<file path="src/rtl/tick_div_prog.sv">
// Programmable tick/clock divider: one-cycle TICK_OUT every DIV cycles and a
// 50%-duty CLK_OUT of period 2*DIV, with one-shot mode and expiry-aligned reload.
module tick_div_prog #(
    parameter int          NBIT        = 16,
    parameter int unsigned DEFAULT_DIV = 25000
) (
    input  logic            CLOCK_IN,
    input  logic            RESET_N,
    input  logic            EN,
    input  logic            ONESHOT,
    input  logic            DIV_LOAD,
    input  logic [NBIT-1:0] DIV_IN,
    output logic            CLK_OUT,
    output logic            TICK_OUT,
    output logic            DONE,
    output logic            DIV_ERR,
    output logic [NBIT-1:0] COUNT_OUT
);

    localparam logic [1:0] S_IDLE = 2'd0;
    localparam logic [1:0] S_RUN  = 2'd1;
    localparam logic [1:0] S_DONE = 2'd2;

    localparam logic [NBIT-1:0] ONE     = NBIT'(1);
    localparam logic [NBIT-1:0] DEF_DIV = NBIT'(DEFAULT_DIV);

    logic [1:0]      state;
    logic [NBIT-1:0] div;
    logic [NBIT-1:0] pend;
    logic            pend_valid;
    logic [NBIT-1:0] count;
    logic            clk_q;
    logic            tick_q;
    logic            err_q;

    logic            load_ok;
    logic [NBIT-1:0] newdiv;

    // A same-cycle load beats an older pending value, which beats the active divisor.
    always_comb begin
        load_ok = DIV_LOAD && (DIV_IN != '0);
        newdiv  = div;
        if (load_ok)
            newdiv = DIV_IN;
        else if (pend_valid)
            newdiv = pend;
    end

    always_ff @(posedge CLOCK_IN) begin
        if (!RESET_N) begin
            state      <= S_IDLE;
            div        <= DEF_DIV;
            pend       <= '0;
            pend_valid <= 1'b0;
            count      <= DEF_DIV - ONE;
            clk_q      <= 1'b0;
            tick_q     <= 1'b0;
            err_q      <= 1'b0;
        end else begin
            if (DIV_LOAD && (DIV_IN == '0))
                err_q <= 1'b1;

            case (state)
                S_IDLE: begin
                    clk_q  <= 1'b0;
                    tick_q <= 1'b0;
                    if (load_ok) begin
                        div   <= DIV_IN;
                        count <= DIV_IN - ONE;
                    end
                    if (EN)
                        state <= S_RUN;
                end

                S_RUN: begin
                    if (!EN) begin
                        state      <= S_IDLE;
                        div        <= newdiv;
                        count      <= newdiv - ONE;
                        pend_valid <= 1'b0;
                        clk_q      <= 1'b0;
                        tick_q     <= 1'b0;
                    end else if (count != '0) begin
                        count  <= count - ONE;
                        tick_q <= 1'b0;
                        // Mid-period loads wait in the shadow until expiry.
                        if (load_ok) begin
                            pend       <= DIV_IN;
                            pend_valid <= 1'b1;
                        end
                    end else begin
                        tick_q     <= 1'b1;
                        clk_q      <= ~clk_q;
                        div        <= newdiv;
                        count      <= newdiv - ONE;
                        pend_valid <= 1'b0;
                        if (ONESHOT)
                            state <= S_DONE;
                    end
                end

                S_DONE: begin
                    tick_q <= 1'b0;
                    if (load_ok) begin
                        div   <= DIV_IN;
                        count <= DIV_IN - ONE;
                    end
                    if (!EN) begin
                        state <= S_IDLE;
                        clk_q <= 1'b0;
                    end
                end

                default: state <= S_IDLE;
            endcase
        end
    end

    assign CLK_OUT   = clk_q;
    assign TICK_OUT  = tick_q;
    assign DONE      = (state == S_DONE);
    assign DIV_ERR   = err_q;
    assign COUNT_OUT = count;

endmodule

</file>
<file path="config.mk">
export PLATFORM = sky130hd
export DESIGN_NAME = tick_div_prog
export DESIGN_NICKNAME = d
export VERILOG_FILES = /design/src/rtl/tick_div_prog.sv
export SDC_FILE = /design/constraint.sdc
export NUM_CORES = 1
export LEC_CHECK = 0
export ABC_CLOCK_PERIOD_IN_PS = 4290
export CAP_MARGIN = 20
export CELL_PAD_IN_SITES_DETAIL_PLACEMENT = 1
export CELL_PAD_IN_SITES_GLOBAL_PLACEMENT = 2
export CORE_MARGIN = 2
export CORE_UTILIZATION = 25
export CTS_BUF_LIST = sky130_fd_sc_hd__clkbuf_8
export CTS_CLUSTER_DIAMETER = 40
export DETAILED_ROUTE_END_ITERATION = 12
export PLACE_DENSITY_LB_ADDON = 0.1
export SLEW_MARGIN = 15
export SYNTH_ARGS = -nofsm -noshare
export SYNTH_HDL_FRONTEND = slang
export SYNTH_SLANG_ARGS = --single-unit
</file>
<file path="constraint.sdc">
create_clock -name CLOCK_IN -period 4.29 [get_ports CLOCK_IN]
set_input_delay 0.858 -clock CLOCK_IN [delete_from_list [all_inputs] [get_ports CLOCK_IN]]
set_output_delay 0.858 -clock CLOCK_IN [all_outputs]
set_load 0.05 [all_outputs]
</file>
Word-level counts from Yosys, hierarchy flattened

Cells that the tools add are included.

Shift-type cells: 0
Div/mod/pow operators: 0
Add/sub/neg operators: 3
Reductions and logical operators: 15
Equality and inequality tests: 8
Multiplexer cells: 26
$lt $le $gt $ge: 0
$mul: 0
Bitwise logic cells: 1

Operators by type and width:

| kind                  | count |
|---|---|
| $mux 16               | 8 |
| $pmux 16 s2           | 2 |
| $sub 16x1->16 const B | 3 |
| $reduce_bool 16->1    | 2 |
| $logic_not 16->1      | 1 |
| $mux 2                | 5 |
| $ne 3x3->1 const B    | 3 |
| $mux 1                | 8 |
| $reduce_and 4->1      | 2 |
| $pmux 2 s3            | 1 |
| $reduce_and 3->1      | 2 |
| $ne 2x2->1 const B    | 2 |
| $reduce_and 2->1      | 2 |
| $pmux 1 s3            | 1 |
| $reduce_bool 3->1     | 1 |
| $eq 2x1->1 const B    | 1 |
| $eq 2x2->1 const B    | 1 |
| $logic_and 1x1->1     | 2 |
| $logic_not 2->1       | 1 |
| $ne 2x1->1 const B    | 1 |
| $pmux 1 s2            | 1 |
| $reduce_bool 2->1     | 1 |
| $reduce_or 2->1       | 1 |
| $not 1->1             | 1 |

Word-level logic and storage cells: 61
Output and inout bits: 20
Memories: 0
Bits in writable memories: 0
Bits in registers: 54
Bits of input ports: 21
Bits in latches: 0
ROM bits: 0

Depth between registers and ports, before layout

Gate-level depths: netlist (run 1).

Word-level depth: 7
Depth in mapped cells: 16

Least setup slack after synthesis (run 1)

Ideal clock, no wire load.

Kind: input to register
From: input port DIV_IN[4]
To: register count[6], in the netlist COUNT_OUT[6]
Cell stages on the path: 15
Data required time: 4.198 ns
Data arrival time: 3.290 ns
Slack: 0.907 ns
Path through: buf_2 nor4_1 and4_1 buf_4 nor2_1 buf_6 nor2_1 a21oi_1 ha_1 nand3_1 a21oi_1 a31oi_1 nor3_1 o311a_1 o32ai_1

Longest elaborated chain between the ends: 7

Ends and longest elaborated chain:

| what                 | line   | source |
|---|---|---|
| start, declared      | 12     | `input logic [NBIT-1:0] DIV_IN,` |
| $reduce_bool 16->1   | 41     | `load_ok = DIV_LOAD && (DIV_IN != '0);` |
| $logic_and 1x1->1    | 41     |  |
| $mux 16              | 43     | `if (load_ok)` |
| $sub 16x1->16        | 79, 95 |  |
| $mux 16              | 83     | `end else if (count != '0) begin` |
| $mux 16              | 76     | `if (!EN) begin` |
| $pmux 16 s2          | 63     | `case (state)` |
| end signal, assigned | 79     | `count <= newdiv - ONE;` |
| end signal, assigned | 84     | `count <= count - ONE;` |
| end signal, assigned | 95     | `count <= newdiv - ONE;` |
| end, declared        | 31     | `logic [NBIT-1:0] count;` |

Several ways; a longest one is shown, not always the timed one. The select of a mux whose other input is x is not followed.
A chain may end at the register's enable or synchronous reset.

Worst setup path in the final report (run 1)

From: input port DIV_IN[1]
To: register count[6], in the netlist COUNT_OUT[6]

The elaborated chain is that of the path after synthesis.

==> results.sh, run 1 <==
export IMPL_ios=41
export IMPL_cts_tree="built"
export IMPL_worstSetupPathType="in2reg"
export IMPL_synthAdderAreaFrac_pct=1.27
export IMPL_tns_ns=0
export IMPL_core_area_um2=15300
export IMPL_synthSimpleGateAreaFrac_pct=27.5
export IMPL_cts_htree_levels=2
export IMPL_start_util_pct=25.8
export IMPL_critPathLaunchType="input pin"
export IMPL_rsz0062_at_grt="false"
export IMPL_max_freq_mhz=273
export IMPL_clk_latency_ns=0.34
export IMPL_cp_startpoint="DIV_IN[1]"
export IMPL_grt_max_degree=51
export IMPL_worstMarginPinSlew_ns=0.972
export IMPL_min_path_type="reg2reg"
export IMPL_synth_warnings=0
export IMPL_drtIter0Drc=265
export IMPL_fillCellCount=1895
export IMPL_async_flop_share_pct=0
export IMPL_synth_area_mux_share_pct=6.49
export IMPL_cp_arrival_ns=3.91
export IMPL_ys_ff_latch=54
export IMPL_holdBufCountCts=0
export IMPL_synth_cell_type_count=68
export IMPL_p_leak_nw=1.65
export IMPL_p_per_area_nw_per_um2=268
export IMPL_synth_top_family_by_area="simple AND/OR/NAND/NOR gates"
export IMPL_numCtsBuffers=5
export IMPL_wl_um=15800
export IMPL_final_core_util_pct=31.3
export IMPL_hpwlAfterDp_um=11900
export IMPL_synth_xor_xnor_area_share_pct=7.09
export IMPL_status="finished clean"
export IMPL_reg2reg_slack_ns=1.19
export IMPL_drive_above_1_share_pct=11.9
export IMPL_slew_violations=0
export IMPL_reg2reg_from="COUNT_OUT[6]$_SDFFE_PN0P_"
export IMPL_route_detailed_drc=0
export IMPL_max_slew_margin_rel_pct=35.0
export IMPL_rr_worst_depth=7
export IMPL_cts_resized=0
export IMPL_dieArea_um2=16800
export IMPL_ys_flop_type="dfxtp_1"
export IMPL_die_h_um=130
export IMPL_area_growth_synth_to_final_pct=21.1
export IMPL_wl_per_cell_um=20.0
export IMPL_clockBufferDepth=2
export IMPL_r2r_end="div[6]$_SDFFE_PN0P_"
export IMPL_clock_sinks=54
export IMPL_crit_required_ns=4.54
export IMPL_vias=4114
export IMPL_grt_pass1_vias=4090
export IMPL_cts_root_buf="clkbuf_8"
export IMPL_fin_crit_sh_pct=85.4
export IMPL_setup_viol=0
export IMPL_antenna_found_initial=0
export IMPL_maxCapViolCount=0
export IMPL_die_x_um=130
export IMPL_ant_nets=0
export IMPL_io_buffers=40
export IMPL_clock_skew_final_ns=0.0183
export IMPL_worstPathMaxFanout=5
export IMPL_hold_violations=0
export IMPL_avgSynthCellArea_um2=7.32
export IMPL_synth_cells=540
export IMPL_syn_nets=565
export IMPL_place_congestion=0.849
export IMPL_overflow=0
export IMPL_ir_drop_v=0.0000955
export IMPL_cp_endpoint="COUNT_OUT[6]$_SDFFE_PN0P_"
export IMPL_synth_compound_area_share_pct=24.0
export IMPL_path_clk_slew_ns=0.11
export IMPL_min_period_ns=3.66
export IMPL_endpoint_kind="register"
export IMPL_num_rows=45
export IMPL_postCtsSetupBuffers=0
export IMPL_grt_usage_pct=19.5
export IMPL_grt_pass1_wl_um=24800
export IMPL_vias_per_cell=5.19
export IMPL_drtPass1Iterations=4
export IMPL_synth_edf_count=0
export IMPL_diodes=0
export IMPL_fin_nets=607
export IMPL_ys_seq_area_share_pct=27.3
export IMPL_syn_area_um2=3950
==> how the worst min path moves through the flow <==
stage | startpoint | endpoint | slack, ns | cells past startpoint
after global routing | pend[12]$_SDFFE_PN0P_ | pend[12]$_SDFFE_PN0P_ | 0.49 | 2
after detailed placement | pend[13]$_SDFFE_PN0P_ | pend[13]$_SDFFE_PN0P_ | 0.46 | 2
after floorplan | pend[14]$_SDFFE_PN0P_ | pend[14]$_SDFFE_PN0P_ | 0.43 | 2
final | pend[13]$_SDFFE_PN0P_ | pend[13]$_SDFFE_PN0P_ | 0.47 | 2
after CTS | pend[13]$_SDFFE_PN0P_ | pend[13]$_SDFFE_PN0P_ | 0.47 | 2
after global placement | pend[14]$_SDFFE_PN0P_ | pend[14]$_SDFFE_PN0P_ | 0.44 | 2
==> synth_stat cells (4+ instances only) <==
library cell | number | area share, %
a31oi_1 | 4 | 0.63
nand3_1 | 12 | 1.5
buf_2 | 8 | 1.0
mux2i_1 | 20 | 5.1
or3b_2 | 4 | 0.89
buf_1 | 4 | 0.38
mux2_2 | 5 | 1.4
inv_1 | 10 | 0.95
o22ai_1 | 4 | 0.63
dfxtp_1 | 54 | 27
clkbuf_1 | 27 | 2.6
and2_1 | 5 | 0.79
nor3_1 | 19 | 2.4
a211oi_1 | 17 | 3.2
xor2_1 | 13 | 2.9
xnor2_1 | 19 | 4.2
or3_1 | 6 | 0.95
o31ai_1 | 5 | 0.95
nor2_1 | 55 | 5.2
o21ai_0 | 26 | 3.3
nand2_1 | 74 | 7.0
or4_1 | 8 | 1.5
nand4_1 | 5 | 0.79
ha_1 | 4 | 1.3
nor4_1 | 9 | 1.4
o211ai_1 | 6 | 1.1
a21oi_1 | 52 | 6.6
==> kinds of logic after synthesis <==
kind of cell | count (synthesis)
buffers and inverters | 56
adder cells (fa/ha/maj) | 4
AND/OR/NAND/NOR | 222
XOR/XNOR | 32
flip-flops | 54
multiplexers | 25
AO/OA/AOI/OAI | 147
==> registers in the layout, indices dropped and copies added (netlist names) <==
name,cells
TICK_OUT,1
div,16
CLK_OUT,1
COUNT_OUT,16
DIV_ERR,1
pend,16
pend_valid,1
state,2
==> critical path, stage by stage <==
cell and delay (ns):
clkdlybuf4s50_1 0.49, inv_1 0.11, ha_1 0.20, nor3b_1 0.33
and4_1 0.26, nor2_1 0.09, nor2_1 0.13, a21oi_1 0.08
ha_1 0.26, nand3_1 0.09, a21oi_1 0.05, a31oi_1 0.29
nor3_1 0.10, o311a_1 0.37, o32ai_1 0.21
==> where the power goes <==
part / switching, mW / internal [mW] / leakage [nW]
Clock: 0.190 / 0.109 / 0.0466
Sequential: 0.0358 / 0.534 / 0.444
Combinational: 0.254 / 0.159 / 1.16
==> cell type report <==
class / count / area [µm²] / share of cell area [%]
Tap cell: 211 / 264 / 5.51
Sequential cell: 54 / 1080 / 22.6
Clock buffer: 5 / 68.8 / 1.44
Clock inverter: 2 / 7.51 / 0.157
Inverter: 12 / 45.0 / 0.941
Timing Repair Buffer: 79 / 693 / 14.5
Multi-Input combinational cell: 430 / 2630 / 54.9
==> layout by cell type (no fill, tap or decap), types with 5 or more instances in the layout <==
cell,netlist,layout
nand2_1,74,74
nor2_1,55,55
dfxtp_1,54,53
a21oi_1,52,52
clkdlybuf4s50_1,0,40
buf_4,2,39
o21ai_0,26,26
mux2i_1,20,20
xnor2_1,19,19
nor3_1,19,18
a211oi_1,17,17
xor2_1,13,13
inv_1,10,12
nand3_1,12,12
nor4_1,9,9
or4_1,8,8
or3_1,6,6
o211ai_1,6,6
nand4_1,5,5
mux2_2,5,5
o31ai_1,5,5
and2_1,5,5
clkbuf_8,0,5
==> metrics by stage <==
stage | cells | area [µm²] | power [mW] | worst slack (ns) | hold slack (ns)
after floorplan | 540 | 3950 | 0.838 | 0.907 | 0.433
after global placement | 786 | 4710 | 0.992 | 0.419 | 0.444
after detailed placement | 786 | 4710 | 0.995 | 0.272 | 0.457
after CTS | 793 | 4790 | 1.30 | 0.627 | 0.472
after global routing | 793 | 4790 | 1.36 | 0.328 | 0.488
final | 793 | 4790 | 1.28 | 0.625 | 0.466
==> per-layer routing <==
metal / share of wire, % / track usage, % / routed length, µm
met1: 52 / 28.5 / 8230
met2: 43 / 30.5 / 6880
met3: 3.3 / 2.75 / 515
met4: 1.2 / 4.05 / 197
met5: 0 / 0 / 0
No activity file was read; power rests on OpenSTA's default activity.
==> inputs of run 2 (changes only) <==
--- a/config.mk
+++ b/config.mk
@@ -10,7 +10,7 @@
 export CELL_PAD_IN_SITES_DETAIL_PLACEMENT = 1
 export CELL_PAD_IN_SITES_GLOBAL_PLACEMENT = 2
 export CORE_MARGIN = 2
-export CORE_UTILIZATION = 25
+export CORE_UTILIZATION = 34
 export CTS_BUF_LIST = sky130_fd_sc_hd__clkbuf_8
 export CTS_CLUSTER_DIAMETER = 40
 export DETAILED_ROUTE_END_ITERATION = 12
==> results.sh, run 2 (synthesized netlist as in run 1, its figures left out) <==
export IMPL_status="finished clean"
export IMPL_max_freq_mhz=269
export IMPL_min_path_type="reg2reg"
export IMPL_critPathLaunchType="input pin"
export IMPL_cts_htree_levels=2
export IMPL_most_common_layout_cells="nand2_1, nor2_1, dfxtp_1, a21oi_1, clkdlybuf4s50_1"
export IMPL_slew_violations=0
export IMPL_power_total_mw=1.31
export IMPL_place_congestion=0.897
export IMPL_path_clk_slew_ns=0.11
export IMPL_p_leak_nw=1.61
export IMPL_placedInstanceArea_um2=4560
export IMPL_final_common_cell="nand2_1"
export IMPL_final_core_util_pct=40.9
export IMPL_setup_viol=0
export IMPL_rsz0062_at_grt="false"
export IMPL_postCtsSetupBuffers=0
export IMPL_cts_resized=0
export IMPL_grt_pass1_wl_um=23800
export IMPL_grt_usage_pct=24.0
export IMPL_vias_per_cell=5.58
export IMPL_clock_sinks=54
export IMPL_drive_above_1_share_pct=11.0
export IMPL_die_h_um=112
export IMPL_hpwlAfterDp_um=10900
export IMPL_numCtsBuffers=5
export IMPL_dieArea_um2=12500
export IMPL_hold_start="pend[12]$_SDFFE_PN0P_"
export IMPL_wl_per_cell_um=20.6
export IMPL_min_period_ns=3.71
export IMPL_holdBufCountCts=0
export IMPL_ant_nets=0
export IMPL_overflow=0
export IMPL_fin_crit_sh_pct=86.6
export IMPL_worstMarginPinSlew_ns=0.870
export IMPL_ios=41
export IMPL_io_buffers=40
export IMPL_cts_root_buf="clkbuf_8"
export IMPL_diodes=0
export IMPL_antenna_found_initial=0
export IMPL_cp_startpoint="DIV_IN[1]"
export IMPL_worstPathMaxFanout=5
export IMPL_tns_ns=0
export IMPL_drtIter0Drc=251
export IMPL_grt_pass1_vias=4121
export IMPL_maxCapViolCount=0
export IMPL_reg2reg_from="COUNT_OUT[6]$_SDFFE_PN0P_"
export IMPL_clock_skew_final_ns=0.00875
export IMPL_start_util_pct=34.8
export IMPL_vias=4004
export IMPL_fin_nets=598
export IMPL_die_x_um=112
export IMPL_num_rows=39
export IMPL_hold_violations=0
export IMPL_cts_tree="built"
export IMPL_route_detailed_drc=0
export IMPL_endpoint_kind="register"
export IMPL_wl_um=14700
export IMPL_crit_required_ns=4.54
export IMPL_area_growth_synth_to_final_pct=17.7
export IMPL_clk_latency_ns=0.34
export IMPL_p_per_area_nw_per_um2=281
export IMPL_worstSetupPathType="in2reg"
export IMPL_cp_arrival_ns=3.97
export IMPL_ir_drop_v=0.000185
export IMPL_max_slew_margin_rel_pct=41.8
export IMPL_clockBufferDepth=2
export IMPL_core_area_um2=11400
export IMPL_design_area_um2=4650
export IMPL_grt_max_degree=31
export IMPL_drtPass1Iterations=4
run 2: cell types whose count changed in the layout (fill, tap and decap cells not counted):
cell        delta
clkbuf_8       +1
inv_1          -2
clkinv_2       +1
clkinvlp_4     +1
buf_4          -9
run 2: per-layer routing:
metal  global-route usage [%]  routed length [µm]  vias to the layer above  part of all wire, %
met2                     38.3                6570                       64                   45
met4                     5.19                 128                        0                 0.87
met5                        0                   0                        -                    0
met1                     35.0                7480                     1917                   51
li1                         -                   -                     2015                    -
met3                     2.78                 557                        8                  3.8
run 2: critical path: stages:
cell and delay, ns:
clkdlybuf4s50_1 0.49, inv_1 0.12, ha_1 0.22, nor3b_1 0.36, and4_1 0.27, nor2_1 0.09, nor2_1 0.12, a21oi_1 0.07
ha_1 0.26, nand3_1 0.08, a21oi_1 0.05, a31oi_1 0.27, nor3_1 0.11, o311a_1 0.38, o32ai_1 0.21
run 2: path summary, 6_finish.rpt:
kind	cells past startpoint	slack [ns]	end
worst max-delay path	15	0.58	COUNT_OUT[6]$_SDFFE_PN0P_
worst min-delay path	2	0.47	pend[12]$_SDFFE_PN0P_
worst min register to register	2	0.47	pend[12]$_SDFFE_PN0P_
worst max register to register	7	0.99	div[10]$_SDFFE_PN0P_
run 2: final cells by class:
cell class	instances	area [µm²]
clock buffer	6	82.6
clock inverter	2	12.5
fill	1443	6720
inverter	12	45.0
multi-input combinational	430	2630
sequential	54	1080
tap	143	179
timing repair buffer	70	626
run 2: stage by stage:
step / setup slack, ns / hold WS [ns] / std cells
finish: 0.577 / 0.469 / 717
global route: 0.224 / 0.490 / 717
CTS: 0.638 / 0.474 / 717
detailed placement: 0.280 / 0.458 / 709
global placement: 0.371 / 0.445 / 709
floorplan: 0.907 / 0.433 / 540
run 2: where the power goes:
part	internal (mW)	switching [mW]	leakage (nW)
Combinational	0.154	0.249	1.12
Sequential	0.534	0.0396	0.444
Clock	0.131	0.202	0.0472
Total	0.818	0.490	1.61
